File: src/rtl/stall_controller.sv
`default_nettype none
// ============================================================================
// stall_controller : semiMIPS pipeline sequencer (hazard stalls, flushes,
//                    mul/div occupancy, memory wait, stall-cycle counter)
// Rev 1.0
// ============================================================================
module stall_controller #(
  parameter int MULDIV_CYCLES = 32,
  parameter int CNT_W         = 6,
  parameter int STALL_W       = 16
) (
  input  logic               clk,
  input  logic               rst_n,
  input  logic               LoadUse,
  input  logic               BranchTaken,
  input  logic               MulDivStart,
  input  logic               MemReq,
  input  logic               MemReady,
  output logic               PCEn,
  output logic               EnIFID,
  output logic               EnIDEX,
  output logic               EnEXMEM,
  output logic               EnMEMWB,
  output logic               FlushIFID,
  output logic               FlushIDEX,
  output logic               FlushEXMEM,
  output logic               MulDivBusy,
  output logic [STALL_W-1:0] StallCount
);

  localparam logic [1:0] RUN    = 2'd0;
  localparam logic [1:0] MULDIV = 2'd1;
  localparam logic [1:0] MDDONE = 2'd2;

  localparam logic [CNT_W-1:0] CNT_LOAD = CNT_W'(MULDIV_CYCLES - 1);

  logic [1:0]         state_q, state_d;
  logic [CNT_W-1:0]   cnt_q, cnt_d;
  logic [STALL_W-1:0] stall_q, stall_d;

  logic mem_wait;
  logic pc_en, en_ifid, en_idex, en_exmem, en_memwb;
  logic fl_ifid, fl_idex, fl_exmem, busy;

  assign mem_wait = MemReq & ~MemReady;

  // The start cycle is the first of MULDIV_CYCLES occupied cycles, so the
  // counter holds the cycles left including the current one; the last MULDIV
  // cycle (counter==1) decrements to 0, which is also the MDDONE hold value.
  always_comb begin
    state_d  = state_q;
    cnt_d    = cnt_q;
    pc_en    = 1'b0;
    en_ifid  = 1'b0;
    en_idex  = 1'b0;
    en_exmem = 1'b0;
    en_memwb = 1'b0;
    fl_ifid  = 1'b0;
    fl_idex  = 1'b0;
    fl_exmem = 1'b0;
    busy     = 1'b0;
    case (state_q)
      RUN: begin
        if (!mem_wait) begin
          if (MulDivStart) begin
            en_exmem = 1'b1;
            en_memwb = 1'b1;
            fl_exmem = 1'b1;
            busy     = 1'b1;
            cnt_d    = CNT_LOAD;
            state_d  = MULDIV;
          end else if (BranchTaken) begin
            {pc_en, en_ifid, en_idex, en_exmem, en_memwb} = 5'b11111;
            fl_ifid = 1'b1;
            fl_idex = 1'b1;
          end else if (LoadUse) begin
            {en_idex, en_exmem, en_memwb} = 3'b111;
            fl_idex = 1'b1;
          end else begin
            {pc_en, en_ifid, en_idex, en_exmem, en_memwb} = 5'b11111;
          end
        end
      end
      MULDIV: begin
        busy  = 1'b1;
        cnt_d = (cnt_q != '0) ? cnt_q - CNT_W'(1) : '0;
        if (cnt_q <= CNT_W'(1)) begin
          if (mem_wait) begin
            state_d = MDDONE;
          end else begin
            en_exmem = 1'b1;
            en_memwb = 1'b1;
            state_d  = RUN;
          end
        end else if (!mem_wait) begin
          en_exmem = 1'b1;
          en_memwb = 1'b1;
          fl_exmem = 1'b1;
        end
      end
      MDDONE: begin
        busy  = 1'b1;
        cnt_d = '0;
        if (!mem_wait) begin
          en_exmem = 1'b1;
          en_memwb = 1'b1;
          state_d  = RUN;
        end
      end
      default: begin
        state_d = RUN;
        cnt_d   = '0;
      end
    endcase
  end

  always_comb begin
    stall_d = stall_q;
    if (!pc_en && (stall_q != '1)) begin
      stall_d = stall_q + STALL_W'(1);
    end
  end

  always_ff @(posedge clk or negedge rst_n) begin
    if (!rst_n) begin
      state_q <= RUN;
      cnt_q   <= '0;
      stall_q <= '0;
    end else begin
      state_q <= state_d;
      cnt_q   <= cnt_d;
      stall_q <= stall_d;
    end
  end

  // Everything is forced low while reset is held, independent of inputs.
  assign PCEn       = rst_n & pc_en;
  assign EnIFID     = rst_n & en_ifid;
  assign EnIDEX     = rst_n & en_idex;
  assign EnEXMEM    = rst_n & en_exmem;
  assign EnMEMWB    = rst_n & en_memwb;
  assign FlushIFID  = rst_n & fl_ifid;
  assign FlushIDEX  = rst_n & fl_idex;
  assign FlushEXMEM = rst_n & fl_exmem;
  assign MulDivBusy = rst_n & busy;
  assign StallCount = stall_q;

endmodule
`default_nettype wire

File: config.mk
export PLATFORM = sky130hd
export DESIGN_NAME = stall_controller
export DESIGN_NICKNAME = d
export VERILOG_FILES = /design/src/rtl/stall_controller.sv
export SDC_FILE = /design/constraint.sdc
export NUM_CORES = 1
export LEC_CHECK = 0
export ABC_AREA = 1
export ABC_CLOCK_PERIOD_IN_PS = 3200
export CAP_MARGIN = 20
export CORE_MARGIN = 2
export CORE_UTILIZATION = 55
export DETAILED_ROUTE_END_ITERATION = 8
export DONT_BUFFER_PORTS = 1
export PLACE_DENSITY = 0.68
export SLEW_MARGIN = 20
export SYNTH_ARGS = -nofsm -noshare
export SYNTH_HDL_FRONTEND = slang
export SYNTH_SLANG_ARGS = --single-unit
File: constraint.sdc
create_clock -name clk -period 3.2 [get_ports clk]
set_input_delay 0.64 -clock clk [delete_from_list [all_inputs] [get_ports clk]]
set_output_delay 0.64 -clock clk [all_outputs]
set_load 0.1 [all_outputs]
# ---- Word level (Yosys, flattened, before mapping)
# Cells that the tools add are included.
dict set report totals {
  reg_bits 24
  out_inout_bits 25
  input_bits 7
  word_cells 64
}
dict set report op_classes {
  magnitude_cmp 1
  mux 34
  bitwise_logic 9
  reduce_logical 8
  eq_ne 7
  addsub 2
}
# op count
set ops {}
lappend ops {{2-to-1 mux 1 bit} 22}
lappend ops {{2-to-1 mux 6 bit} 3}
lappend ops {{adder 16 x 1 -> 16 bit (second input constant)} 1}
lappend ops {{!= test 16 bit (second input constant)} 1}
lappend ops {{one-hot mux 6 bit (2 select lines)} 1}
lappend ops {{2-to-1 mux 2 bit} 5}
lappend ops {{AND 1 bit} 8}
lappend ops {{!= test 2 bit (second input constant)} 4}
lappend ops {{less-or-equal comparator 6 x 1 -> 1 bit (second input constant)} 1}
lappend ops {{one-hot mux 2 bit (3 select lines)} 1}
lappend ops {{nonzero test 6 bit} 1}
lappend ops {{subtractor 6 x 1 -> 6 bit (second input constant)} 1}
lappend ops {{one-hot mux 1 bit (2 select lines)} 2}
lappend ops {{AND reduction 4 bit} 1}
lappend ops {{OR reduction 3 bit} 1}
lappend ops {{equality test 2 x 1 -> 1 bit (second input constant)} 1}
lappend ops {{equality test 2 bit (second input constant)} 1}
lappend ops {{zero test 2 bit} 1}
lappend ops {{AND reduction 2 bit} 1}
lappend ops {{OR reduction 2 bit} 1}
lappend ops {{logical AND 1 bit} 1}
lappend ops {{zero test 1 bit} 1}
lappend ops {{inverter 1 bit} 1}

# ---- Depth between registers and ports, before layout
dict set report depth {
  ltp_word 7
  mapped_depth 10
  mapped_depth_nobuf 9
}

# ---- Worst setup path before layout
# OpenSTA, ideal clock, no wires.
dict set report synth_path {
  kind {register to output}
  startpoint {register state_q[0]}
  endpoint {output FlushIFID}
  slack_ns -1.049
  t_arrival_ns 3.609
  stages_incl_launch_ff 9
  required_time_ns 2.560
  path_buffers 0
  path_cell_list {dfrtp_1 > inv_1 > ha_1 > inv_2 > nor2_1 > nand2_1 > nor2_1 > inv_1 > nor2_1}
}
dict set report synth_via {
  elab_chain_len 3
}
# item line
set synth_lines {}
lappend synth_lines {{start: declaration} 37} ;# logic [1:0] state_q, state_d;
lappend synth_lines {{start signal: assignment} 130} ;# state_q <= state_d;
lappend synth_lines {{zero test 2 bit} 62} ;# case (state_q)
lappend synth_lines {{2-to-1 mux 1 bit} 62}
lappend synth_lines {{AND 1 bit} 142} ;# assign FlushIFID = rst_n & fl_ifid;
lappend synth_lines {{end: declaration} 24} ;# output logic FlushIFID,
# Every way passes these cells.

# ---- Worst setup path in the final report
dict set report layout_path {
  startpoint {register state_q[0]}
  endpoint {output PCEn}
}
dict set report layout_via {
  elab_chain_len 3
}
# item line
set layout_lines {}
lappend layout_lines {{zero test 2 bit} n/a}
lappend layout_lines {{2-to-1 mux 1 bit} n/a}
lappend layout_lines {{AND 1 bit} n/a}
lappend layout_lines {{end: declaration} 19} ;# output logic PCEn,
# Every way passes these cells.

==> summary.md <==
| Metric | Value |
|---|---|
| Worst path cell trace | inv_1 > ha_1 > inv_2 > nor2_1 > nand3_1 > nor2_4 > buf_4 |
| Relative slew slack | roughly 64% |
| Post-synth top area cell | dfrtp_1 |
| Final setup violation count | 0 |
| Critical path class | flop to output pin |
| Avg WL per Cell | roughly 13 um |
| Final hold vios | 0 |
| Yosys warnings | 0 |
| CP startpoint | state_q[0]$_DFFE_PN0P_ |
| RSZ-0062 raised after global routing | no |
| Max-Cap Viols | 0 |
| Largest net degree at the start of global routing | 25 |
| Design internal power | 0.749 mW |
| Root buffer cell | clkbuf_4 |
| First drt pass iteration count | 6 |
| Synthesis-stage register bit count | 24 |
| Post-DR vias/cell | 5.36 |
| Initial antenna violation count | 0 |
| Syn Nets | 250 |
| Cell count after placement | 285 |
| Placeable core area | 0.00281 sq mm |
| Clock Path Buffers | 2 |
| Avg Synthesized Cell Area | around 7 sq um |
| Htree depth | 1 |
| DR DRC count | 6 |
| # diodes | 0 |
| Number of I/O port buffers | 0 |
| Syn Std Cell Area | around 0.0017 sq mm |
| Die Width | 58.8 um |
| Slew @ Worst Pin | 0.546 ns |
| R2r setup slk | about 0.94 ns |
| Routability cong. | around 0.9 |
| CP required | 2.56 ns |
| Worst IR Drop VDD | 0.000691 V |
| Post-synth EDFFs | 0 |
| Row cnt | 19 |
| Final cell count without fillers | 289 |
| Crit-path max cell delay | roughly 0.48 ns |
| Initial drt markers | 64 |
| Max Fclk | 358 MHz |
| First-pass GRT wire length | 6.24 mm |
| Total power | between 1.5 and 2 mW |
| Sw frac | between 50% and 60% |
| Share of layout cells above drive strength 1 | 15.9% |
| Final hold slack | 0.112 ns |
| Total number of vias | 1548 |
| Ys flop type | dfrtp_1 |
| Setup crit end kind | output pin |
| Worst EP arrival | 2.15 ns |
| Die Ht | slightly below 60 um |
| Pwr dens | 934 mW/mm^2 |
| Io pins | 32 |
| CP max FO | 7 |
| Worst hold-check path type | input port to asynchronous set/reset pin |
| Clk Latency, worst-skew pair | 0.31 ns |
| Max-slew violations | 0 |
| Status | finished with violations |
| Count leader, synth | nand2_1 |
| Seq/Total Area, Yosys | between 30 and 40% |
| FF-to-FF path depth | 9 |
| ANT nets after route | 0 |
| GRT Overall Usage | 23.7% |
| Lkg Pwr | between 0.9 and 1 nW |
| Initial core utilization | 58.9% |
| Slowest-stage cell, CP | buf_4 |
| Synth cell count leaders | nand2_1 (83), inv_1 (30), nor2_1 (25) |
| Area share of the largest cell type after synthesis | approximately 36% |
| Nets | 275 |
| Clock Power Share | ~7.2% |
| Synth area leaders | dfrtp_1 (36%), nand2_1 (19%), inv_1 (6.8%) |
| Combinational power share | 67.5% |
| Tmin final | 2.79 ns |
| Clock Sink Count | 24 |
| Post-Route WL | 3.63 mm |
| Post-CTS sizing | 0 |
| Layout Area Growth over Synthesis | 16.3% |
| Failing checks | DRC |
| CP Capture Point | PCEn |
| Seq pwr share | 25.3% |
| Cts bufs inserted | 3 |
| CP startpoint kind | flop |
| Reg-to-Reg Start | StallCount[0]$_DFFE_PN0P_ |
| Clk pin slew, worst setup/hold paths | 0.13 ns |
| Filler Cells Inserted | 236 |
| Switching Power | 1.05 mW |
| CTS tree | built |
| Synth Instances | 235 |
| Final worst-path cycle share | 87.2% |
| HPWL after detailed placement | 2.84 mm |
| Reg2reg end | StallCount[15]$_DFFE_PN0P_ |
| Grt total ovfl | 0 |
| Vias in the first global route | ~1500 |
| Yosys cell types | 22 |
| Clock Skew | roughly 0.011 ns |
| Synth async-reset ratio | 100% |
| Total die area | between 0.003 and 0.004 sq mm |
[critical path: cells and delay by family (launching register included)]
| family | cells | cell delay [ns] |
|---|---|---|
| adder cells (fa/ha/maj) | 1 | 0.21 |
| buffers and inverters | 3 | 0.67 |
| flip-flops | 1 | 0.43 |
| AND/OR/NAND/NOR | 3 | 0.53 |
[per-layer routing]
metal / GRT usage (%) / routed length, um
met1: 28.0 / 1600
met2: 41.9 / 1720
met3: 4.62 / 253
met4: 9.74 / 55
met5: 0 / 0
[timing repair]
action                                 in CTS  in global routing
endpoints found under the hold margin      24                  0
setup buffers                               0                  0
hold buffers                                1                  0
[registers in the layout, summed over array words and instances (netlist names)]
signal,flops
state_q,2
cnt_q,6
StallCount,16
[final cells by class]
| type | instances | area (sq um) | area share (%) |
|---|---|---|---|
| Sequential cell | 24 | 601 | 31.3 |
| Timing Repair Buffer | 25 | 220 | 11.5 |
| Clock buffer | 3 | 22.5 | 1.17 |
| Multi-Input combinational cell | 174 | 920 | 47.9 |
| Inverter | 32 | 120 | 6.25 |
| Tap cell | 31 | 38.8 | 2.02 |
[logic make-up after synthesis]
group | count (synthesis) | synth area share (%)
AOI/OAI and AO/OA | 18 | 7.04
xor gates and xnor gates | 12 | 6.36
adders and majority gates | 8 | 6.06
buffers and inverters | 37 | 9.99
DFF | 24 | 36.3
and+or+nand+nor | 136 | 34.2
[stage by stage]
step | utilization [%] | TNS, ns | setup WS [ns] | instance area (sq um)
2_1_floorplan | - | -0.222 | -0.222 | 1670
3_3_place_gp | 67.0 | 0 | 0.820 | 1880
3_5_place_dp | 67.0 | 0 | 0.767 | 1880
4_1_cts | 68.5 | 0 | 0.404 | 1920
5_1_grt | 68.5 | 0 | 0.263 | 1920
6_report | 68.5 | 0 | 0.409 | 1920
[power groups by stage]
stage | combinational [mW] | clock [mW] | sequential [mW]
4_1_cts | 1.21 | 0.135 | 0.453
3_3_place_gp | 1.16 | 0 | 0.454
3_5_place_dp | 1.20 | 0 | 0.459
5_1_grt | 1.31 | 0.146 | 0.467
2_1_floorplan | 0.678 | 0 | 0.756
6_report | 1.21 | 0.129 | 0.454
[worst min-delay path by stage]
| stage | start | to | slack (ns) |
|---|---|---|---|
| 5_1_grt | rst_n | StallCount[8]$_DFFE_PN0P_ | 0.10 |
| 3_5_place_dp | rst_n | StallCount[12]$_DFFE_PN0P_ | 0.35 |
| 4_1_cts | rst_n | StallCount[12]$_DFFE_PN0P_ | 0.11 |
| 3_3_place_gp | rst_n | StallCount[12]$_DFFE_PN0P_ | 0.35 |
| 2_1_floorplan | rst_n | StallCount[0]$_DFFE_PN0P_ | 0.34 |
| 6_report | rst_n | StallCount[12]$_DFFE_PN0P_ | 0.11 |
[cell usage in the layout (no fill, tap or decap), types with 2 or more instances in the layout]
cell type and n:
nand2_1 83, inv_1 30, dfrtp_1 24, buf_4 23
nor2_1 22, nand3_1 14, ha_1 8, nand4_1 7
xnor2_1 7, xor2_1 5, a21oi_1 5, o21ai_0 5
o21bai_1 4, nor2_4 3, clkbuf_4 3, inv_2 2
nor2_2 2, o21a_1 2, nand2_2 2
(Power assumes the default switching activity.)
